**src/rtl/multdiv_sequencer_if.sv**
```systemverilog
// Bundle between the mul/div sequencer, the fetch path, the mul/div unit and the regfile write mux.
// Latency: none, wires only.
// Backpressure: none; the unit answers with a single md_rdy pulse and the sequencer holds stall until writeback.
interface multdiv_sequencer_if;
    logic [31:0] q_imem;
    logic        md_rdy;
    logic        md_exc;
    logic [31:0] md_result;
    logic        ctrl_mult;
    logic        ctrl_div;
    logic        stall;
    logic        wb_en;
    logic [4:0]  wb_reg;
    logic [31:0] wb_data;
    logic        busy;

    // Sequencer side
    modport slave (
        input  q_imem, md_rdy, md_exc, md_result,
        output ctrl_mult, ctrl_div, stall, wb_en, wb_reg, wb_data, busy
    );

    // Fetch / unit / regfile side
    modport master (
        output q_imem, md_rdy, md_exc, md_result,
        input  ctrl_mult, ctrl_div, stall, wb_en, wb_reg, wb_data, busy
    );
endinterface

```
**src/rtl/multdiv_sequencer.sv**
```systemverilog
// Multicycle sequencer for the shared mult/div unit: decode, start pulse, bounded wait, one writeback.
// Latency: decode at cycle 0, start at 1, md_rdy at cycle k, writeback at k+1 (timeout: WB at TIMEOUT+2).
// Backpressure: stall freezes the PC from decode until the writeback cycle; q_imem is ignored while busy.
module multdiv_sequencer #(
    parameter int TIMEOUT = 48,
    parameter int CNT_W   = 6,
    parameter int RSTATUS = 30,
    parameter int EXC_MUL = 4,
    parameter int EXC_DIV = 5
) (
    input  logic                clock,
    input  logic                reset,
    multdiv_sequencer_if.slave  bus
);

    typedef enum logic [1:0] {
        IDLE  = 2'd0,
        START = 2'd1,
        WAIT  = 2'd2,
        WB    = 2'd3
    } state_t;

    localparam logic [CNT_W-1:0] CNT_LAST = CNT_W'(TIMEOUT - 1);

    state_t           state_q,  state_d;
    logic             op_div_q, op_div_d;
    logic [4:0]       rd_q,     rd_d;
    logic [CNT_W-1:0] cnt_q,    cnt_d;
    logic [31:0]      result_q, result_d;
    logic             exc_q,    exc_d;

    logic [4:0] opcode;
    logic [4:0] aluop;
    logic       hit_mul;
    logic       hit_div;
    logic       unused_imem_bits;

    // Instruction decode: only R-type mul/div are claimed by this block
    always_comb begin
        opcode  = bus.q_imem[31:27];
        aluop   = bus.q_imem[6:2];
        hit_mul = (opcode == 5'b00000) && (aluop == 5'b00110);
        hit_div = (opcode == 5'b00000) && (aluop == 5'b00111);
    end

    assign unused_imem_bits = ^{bus.q_imem[21:7], bus.q_imem[1:0]};

    // Next-state and latch updates for the IDLE -> START -> WAIT -> WB walk
    always_comb begin
        state_d  = state_q;
        op_div_d = op_div_q;
        rd_d     = rd_q;
        cnt_d    = cnt_q;
        result_d = result_q;
        exc_d    = exc_q;
        unique case (state_q)
            IDLE: begin
                if (hit_mul || hit_div) begin
                    op_div_d = hit_div;
                    rd_d     = bus.q_imem[26:22];
                    state_d  = START;
                end
            end
            START: begin
                cnt_d   = '0;
                exc_d   = 1'b0;
                state_d = WAIT;
            end
            WAIT: begin
                cnt_d = cnt_q + 1'b1;
                // A result arriving on the timeout cycle still counts as a result
                if (bus.md_rdy) begin
                    result_d = bus.md_result;
                    exc_d    = bus.md_exc;
                    state_d  = WB;
                end else if (cnt_q == CNT_LAST) begin
                    exc_d   = 1'b1;
                    state_d = WB;
                end
            end
            WB: begin
                state_d = IDLE;
            end
            default: state_d = IDLE;
        endcase
    end

    // State and latch registers; reset aborts any in-flight op without a writeback
    always_ff @(posedge clock or posedge reset) begin
        if (reset) begin
            state_q  <= IDLE;
            op_div_q <= 1'b0;
            rd_q     <= '0;
            cnt_q    <= '0;
            result_q <= '0;
            exc_q    <= 1'b0;
        end else begin
            state_q  <= state_d;
            op_div_q <= op_div_d;
            rd_q     <= rd_d;
            cnt_q    <= cnt_d;
            result_q <= result_d;
            exc_q    <= exc_d;
        end
    end

    // Outputs from state and latches; stall in IDLE looks at decode so the PC freezes on the decode cycle
    always_comb begin
        bus.stall     = (state_q == IDLE) ? (hit_mul || hit_div) : (state_q != WB);
        bus.ctrl_mult = (state_q == START) && !op_div_q;
        bus.ctrl_div  = (state_q == START) &&  op_div_q;
        bus.busy      = (state_q != IDLE);
        bus.wb_en     = 1'b0;
        bus.wb_reg    = '0;
        bus.wb_data   = '0;
        if (state_q == WB) begin
            if (exc_q) begin
                bus.wb_en   = 1'b1;
                bus.wb_reg  = 5'(RSTATUS);
                bus.wb_data = op_div_q ? 32'(EXC_DIV) : 32'(EXC_MUL);
            end else begin
                bus.wb_en   = (rd_q != 5'd0);
                bus.wb_reg  = rd_q;
                bus.wb_data = result_q;
            end
        end
    end

endmodule

```
**src/flat_wrapper.sv**
```systemverilog
// flat-port wrapper written by rule: the top's interface ports become plain ports
module multdiv_sequencer_flat 
#(
    parameter int TIMEOUT = 48,
    parameter int CNT_W   = 6,
    parameter int RSTATUS = 30,
    parameter int EXC_MUL = 4,
    parameter int EXC_DIV = 5
)
  (clock, reset, bus_q_imem, bus_md_rdy, bus_md_exc, bus_md_result, bus_ctrl_mult, bus_ctrl_div, bus_stall, bus_wb_en, bus_wb_reg, bus_wb_data, bus_busy);
  multdiv_sequencer_if bus_i ();
  input  logic clock;
  input  logic reset;
  input wire logic [$bits(bus_i.q_imem)-1:0] bus_q_imem;
  input wire logic [$bits(bus_i.md_rdy)-1:0] bus_md_rdy;
  input wire logic [$bits(bus_i.md_exc)-1:0] bus_md_exc;
  input wire logic [$bits(bus_i.md_result)-1:0] bus_md_result;
  output wire logic [$bits(bus_i.ctrl_mult)-1:0] bus_ctrl_mult;
  output wire logic [$bits(bus_i.ctrl_div)-1:0] bus_ctrl_div;
  output wire logic [$bits(bus_i.stall)-1:0] bus_stall;
  output wire logic [$bits(bus_i.wb_en)-1:0] bus_wb_en;
  output wire logic [$bits(bus_i.wb_reg)-1:0] bus_wb_reg;
  output wire logic [$bits(bus_i.wb_data)-1:0] bus_wb_data;
  output wire logic [$bits(bus_i.busy)-1:0] bus_busy;
  assign bus_i.q_imem = bus_q_imem;
  assign bus_i.md_rdy = bus_md_rdy;
  assign bus_i.md_exc = bus_md_exc;
  assign bus_i.md_result = bus_md_result;
  assign bus_ctrl_mult = bus_i.ctrl_mult;
  assign bus_ctrl_div = bus_i.ctrl_div;
  assign bus_stall = bus_i.stall;
  assign bus_wb_en = bus_i.wb_en;
  assign bus_wb_reg = bus_i.wb_reg;
  assign bus_wb_data = bus_i.wb_data;
  assign bus_busy = bus_i.busy;
  multdiv_sequencer #(.TIMEOUT(TIMEOUT), .CNT_W(CNT_W), .RSTATUS(RSTATUS), .EXC_MUL(EXC_MUL), .EXC_DIV(EXC_DIV)) u_core (.clock(clock), .reset(reset), .bus(bus_i));
endmodule
```
**config.mk**
```make
export PLATFORM = sky130hd
export DESIGN_NAME = multdiv_sequencer_flat
export DESIGN_NICKNAME = d
export VERILOG_FILES = /design/src/rtl/multdiv_sequencer_if.sv /design/src/rtl/multdiv_sequencer.sv /design/src/flat_wrapper.sv
export SDC_FILE = /design/constraint.sdc
export NUM_CORES = 1
export LEC_CHECK = 0
export ABC_AREA = 1
export BUFFER_PORTS_ARGS = -buffer_cell sky130_fd_sc_hd__buf_2
export CAP_MARGIN = 20
export CORE_MARGIN = 5
export CORE_UTILIZATION = 42
export DETAILED_ROUTE_END_ITERATION = 16
export PLACE_DENSITY = 0.8
export SETUP_SLACK_MARGIN = 0.4
export SYNTH_ARGS = -nofsm -noshare
export SYNTH_HDL_FRONTEND = slang
export SYNTH_SLANG_ARGS = --single-unit
```
**constraint.sdc**
```tcl
create_clock -name clock -period 1.55 [get_ports clock]
set_input_delay 0.3875 -clock clock [delete_from_list [all_inputs] [get_ports clock]]
set_output_delay 0.3875 -clock clock [all_outputs]
set_load 0.01 [all_outputs]
```
==> impl_metrics.tcl, run 1 <==
set metrics [dict create \
    synth.avg_cell_area_um2 7.80 \
    cts_tree "yes" \
    whs_ps 32.8 \
    tightestPinTransition_ps 302 \
    ir_drop_uv 1390 \
    grt_pass1_vias 2709 \
    ant_nets 0 \
    min_path_type "in2async" \
    cts_buffer_depth 2 \
    final.min_clock_period_ps 1890 \
    hpwl_um 4330 \
    critPathRequiredTime_ps 1160 \
    dieArea_um2 7210 \
    total_power_w 0.00831 \
    synth_nets 376 \
    vias 2656 \
    clkLatencyLatePin_ps 310 \
    grt_start_max_net_pins 38 \
    synth_top_area_share_pct 49.9 \
    portBuffers 92 \
    yosysSeqAreaShare_pct 49.9 \
    syn_to_final_growth_pct 90.0 \
    rows 27 \
    wl_per_cell_um 20.1 \
    rrSetupSlack_ps -210 \
    synthTopCellsByArea "dfrtp_1, nor2_1, inv_1" \
    synthTopCellsByCount "nor2_1, inv_1, dfrtp_1" \
    place_congestion 0.901 \
    cp-start-kind "flop" \
    n_antenna_cell 0 \
    die_h_um 84.9 \
    place_area_um2 3100 \
    drc_errors 0 \
    ios 110 \
    synth_seq_cells 47 \
    clock_sinks 47 \
    numCtsBuffers 5 \
    status "finished, violations left" \
    start_util_pct 43.0 \
    synth_area_um2 2360 \
    drt-pass1-iter-count 4 \
    crit_slowest_cell "dfrtp_1" \
    async_reset_ff_share_pct 100 \
    critical_path.max_stage_delay_ps 450 \
    worstSetupEndpointType "primary output" \
    yosysMostFrequentCell "nor2_1" \
    grt_pass1_wl_um 13200 \
    core_um2 5470 \
    yosys_warnings 0 \
    antenna_found_initial 0 \
    root_buffer "clkbuf_8" \
    viasPerCell 5.22 \
    violations "setup timing" \
    final_area_um2 4480 \
    cp_data_arrival_time_ps 1500 \
    yosysTopAreaCell "dfrtp_1" \
    relSlewSlack_pct 79.9 \
    postCtsHoldBufs 0 \
    clock.fmax_mhz 530 \
    setup_slack_ps -337 \
    grtUsageTotal_pct 23.2 \
    slew_violations 0 \
    worst-setup-path-type "reg2out" \
    synth-main-ff-cell "dfrtp_1" \
    drive_gt1_share_pct 64.5 \
    path_clk_slew_ps 90 \
    finalHoldViolCount 0 \
    grt-ovfl-total 0 \
    leakage_nw 2.21 \
    h-tree-depth 2 \
    rsz0062_at_grt "yes" \
    yosys.cell_types.count 26 \
    final_nets 510 \
    synth_cells 302 \
    initialDrtViolationCount 156 \
    maxCapViolations 0 \
    final.setup.tns_ps -12370 \
    finalWirelength_um 10200 \
    period_share_pct 122 \
    die_x_um 84.9 \
    path_cells "ha_4, nand2_8, buf_6, nor2_1, buf_2" \
    synth_edf_count 0 \
    skew_ps 8.99 \
    crit_path_max_fanout 5 \
    powerDensity_nw_per_um2 1860 \
    final_core_util_pct 81.8 \
    setup-violations-final 74 \
]
## worst max-delay path, delay by kind of cell, from the launching register on
family / cells / cell delay, ps
DFF: 1 / 450
adders and majority gates: 1 / 210
and+or+nand+nor: 2 / 220
buffers and inverters: 2 / 310
## final cells by class
type	count	area, µm²
multi-input cells	187	1580
flip-flops and latches	47	1180
repair buffers	139	1280
well taps	72	90.1
clock buffers	5	68.8
clock inverters	3	43.8
fillers	253	996
inverters	56	236
## flip-flops by register name, summed over array words and instances (netlist names)
name	flops
u_core.state_q	2
u_core.cnt_q	6
u_core.result_q	32
u_core.rd_q	5
u_core.op_div_q	1
u_core.exc_q	1
## report_power, final
part	total [W]	switching, W	internal, W
Sequential	0.00191	0.000238	0.00167
Combinational	0.00545	0.00283	0.00262
Clock	0.000946	0.000464	0.000482
Total	0.00831	0.00354	0.00478
## metrics by stage
step / worst slack [ps] / cells
2_1_floorplan: 170 / 302
3_3_place_gp: 22.7 / 464
3_5_place_dp: 5.76 / 464
4_1_cts: -235 / 504
5_1_grt: -351 / 509
6_report: -337 / 509
## metal layers
metal	share of wire (%)	global-route usage, %	up-vias
met5	0	0	-
met4	3.9	8.35	0
met3	5.7	5.34	32
met2	54	43.8	117
met1	36	25.0	1314
li1	-	-	1193
## cells in the final DEF (no fill, tap or decap), types with 7 or more instances in the layout
master / n
nand2_1: 18
nand2_2: 11
nor2_1: 24
buf_16: 9
inv_1: 45
dfrtp_1: 47
a21oi_2: 30
buf_6: 35
nand3_1: 8
buf_4: 8
nor2_2: 16
buf_2: 77
buf_12: 7
nor2_4: 42
## path summary, 6_finish.rpt
kind                                                   to                     startpoint  cells past startpoint
max                                        bus_wb_data[9]  u_core.state_q[0]$_DFFE_PP0P_                      5
min                            u_core.rd_q[0]$_DFFE_PP0P_                          reset                      2
min reg2reg                    u_core.rd_q[4]$_DFFE_PP0P_     u_core.rd_q[4]$_DFFE_PP0P_                      2
min in group clock         u_core.result_q[0]$_DFFE_PP0P_               bus_md_result[0]                      2
max reg2reg                   u_core.cnt_q[5]$_DFFE_PP0P_  u_core.state_q[1]$_DFFE_PP0P_                     11
max in group asynchronous     u_core.cnt_q[4]$_DFFE_PP0P_                          reset                      3
## cell families after synthesis
| group | synth area share (%) |
|---|---|
| and+or+nand+nor | 25.0 |
| buffers and inverters | 11.9 |
| DFF | 49.9 |
| AOI/OAI and AO/OA | 9.03 |
| adders and majority gates | 3.19 |
| muxes | 0.956 |
## repair_timing
item	in CTS	in global routing
buffers inserted	23	4
gates resized for setup	140	65
pin swaps	19	16
endpoints found under the setup margin	89	89
gates cloned	9	1
Power figures use the tool's default switching activity.
==> inputs of run 2 (changes only) <==
Settings changed: ABC_AREA 1 to not set, PLACE_DENSITY 0.8 to 0.81.
==> run 2 against run 1 <==
The run still ends with setup timing left. Final cell count decreased by 21%. Area after synthesis decreased by 2.7%. Critical path depth decreased by 2. Power increased by 0.70%. Die area decreased by 2.3%. Critical endpoint is now bus_wb_en. Highest routed layer unchanged.
==> impl_metrics.tcl, run 2 <==
set metrics [dict create \
    status "finished, violations left" \
    violations "setup timing" \
    clock_sinks 47 \
    grt_pass1_vias 2252 \
    syn_to_final_growth_pct 86.0 \
    initialDrtViolationCount 39 \
    dpl_worst_slack_ps -273 \
    cts_tree "yes" \
    grtUsageTotal_pct 20.0 \
    powerDensity_nw_per_um2 1960 \
    maxCapViolations 0 \
    critPathRequiredTime_ps 1160 \
    final.setup.tns_ps -22780 \
    rsz0062_at_grt "yes" \
    synth_edf_count 0 \
    path_cells "or4_1, o31a_1, buf_2" \
    yosys_warnings 0 \
    final_common_cell "buf_6" \
    numCtsBuffers 5 \
    hpwl_um 4120 \
    portBuffers 92 \
    grt_pass1_wl_um 11200 \
    min_path_type "in2async" \
    relSlewSlack_pct 77.4 \
    stdcell_count 402 \
    leakage_nw 2.17 \
    viasPerCell 4.92 \
    root_buffer "clkbuf_8" \
    reg2reg_depth 9 \
    synth_nets 263 \
    slew_violations 0 \
    synth_cells 189 \
    regMostFlops "u_core.result_q" \
    synth_area_um2 2290 \
    core_um2 5410 \
    synth_seq_cells 47 \
    yosysSeqAreaShare_pct 51.3 \
    drive_gt1_share_pct 76.4 \
    grt_start_max_net_pins 24 \
    path_buf_inv 1 \
    ir_drop_uv 1010 \
    reg.largest.list "u_core.result_q x32, u_core.cnt_q x6, u_core.rd_q x5" \
    postCtsHoldBufs 0 \
    synthTopCellsByArea "dfrtp_1, mux2_2, and2_1" \
    synthTopCellsByCount "dfrtp_1, mux2_2, and2_1" \
    place_area_um2 3220 \
    worst-setup-path-type "reg2out" \
    final_nets 403 \
    die_x_um 83.9 \
    yosysTopAreaCell "dfrtp_1" \
    clock.fmax_mhz 506 \
    setup_slack_ps -428 \
    finalHoldViolCount 0 \
    cts_buffer_depth 2 \
    setup-violations-final 87 \
    wl_per_cell_um 17.3 \
    synth-main-ff-cell "dfrtp_1" \
    worst_path_dominant_cell_family "simple AND/OR/NAND/NOR gates" \
    period_share_pct 128 \
    final_area_um2 4270 \
    h-tree-depth 2 \
    largest_register_ffs 32 \
    skew_ps 7.57 \
    grt-ovfl-total 0 \
    ios 110 \
    place_congestion 0.712 \
    layout_common_cells "buf_6, buf_2, dfrtp_1" \
    die_h_um 83.9 \
    drt-pass1-iter-count 4 \
    rows 27 \
    final.min_clock_period_ps 1980 \
    dieArea_um2 7040 \
    dp.cells 368 \
    tightestPinTransition_ps 338 \
    cp-start-kind "flop" \
    crit_path_max_fanout 2 \
    n_antenna_cell 0 \
    worstSetupEndpointType "primary output" \
    vias 1977 \
    yosysMostFrequentCell "dfrtp_1" \
    path_clk_slew_ps 90 \
    antenna_found_initial 0 \
    ant_nets 0 \
    crit_slowest_cell "or4_1" \
    async_reset_ff_share_pct 100 \
    start_util_pct 42.4 \
    cp_data_arrival_time_ps 1590 \
    drc_errors 0 \
    finalWirelength_um 6960 \
    synth.avg_cell_area_um2 12.1 \
    critical_path.max_stage_delay_ps 520 \
    clkLatencyLatePin_ps 290 \
    crit_cells 3 \
    synth_top_area_share_pct 51.3 \
    yosys.cell_types.count 32 \
]
run 2: what timing repair did:
item                                    CTS  global route
buffers inserted                         13             4
gates resized for setup                 123            11
endpoints found under the setup margin   89            89
pin swaps                                16             9
cloned                                    9             0
run 2: final timing paths:
| path | from | to | slack [ps] |
|---|---|---|---|
| max | u_core.rd_q[4]$_DFFE_PP0P_ | bus_wb_en | -430 |
| max reg2reg | u_core.state_q[1]$_DFFE_PP0P_ | u_core.result_q[10]$_DFFE_PP0P_ | -260 |
| min in group clock | bus_q_imem[24] | u_core.rd_q[2]$_DFFE_PP0P_ | 320 |
| min reg2reg | u_core.result_q[14]$_DFFE_PP0P_ | u_core.result_q[14]$_DFFE_PP0P_ | 520 |
| max in group asynchronous | reset | u_core.result_q[1]$_DFFE_PP0P_ | 1030 |
| min | reset | u_core.result_q[9]$_DFFE_PP0P_ | 50 |
run 2: cell type report:
cell class | count | area (µm²)
Timing Repair Buffer | 144 | 1440
Tap cell | 72 | 90.1
Clock inverter | 1 | 5.00
Inverter | 9 | 45.0
Multi-Input combinational cell | 122 | 1440
Clock buffer | 7 | 76.3
Fill cell | 321 | 1140
Sequential cell | 47 | 1180
run 2: where the power goes:
group | total [W] | internal [W] | switching, W
Combinational | 0.00559 | 0.00365 | 0.00194
Clock | 0.000718 | 0.000318 | 0.000401
Sequential | 0.00206 | 0.00173 | 0.000325
run 2: kinds of logic (layout without fill, tap and decap cells):
family / count (synthesis) / count (layout) / synth area share [%]
and+or+nand+nor: 54 / 54 / 14.6
DFF: 47 / 47 / 51.3
muxes: 41 / 41 / 21.0
AOI/OAI and AO/OA: 20 / 20 / 5.62
buffers and inverters: 20 / 161 / 3.82
adders and majority gates: 6 / 6 / 3.27
xor gates and xnor gates: 1 / 1 / 0.382
run 2: routing by layer:
layer / up-vias / part of all wire (%) / GRT usage, %
li1: 925 / - / -
met1: 985 / 39 / 22.9
met2: 56 / 54 / 37.3
met3: 11 / 5.0 / 4.84
met4: 0 / 1.5 / 4.68
met5: - / 0 / 0
run 2: through the flow:
| stage | utilization [%] | power (W) | hold slack [ps] |
|---|---|---|---|
| finish | 78.9 | 0.00837 | 53.5 |
| global route | 78.9 | 0.00883 | 60.8 |
| CTS | 77.4 | 0.00806 | 53.4 |
| detailed placement | 59.5 | 0.00501 | 381 |
| global placement | 59.5 | 0.00490 | 375 |
| floorplan | - | 0.00415 | 411 |
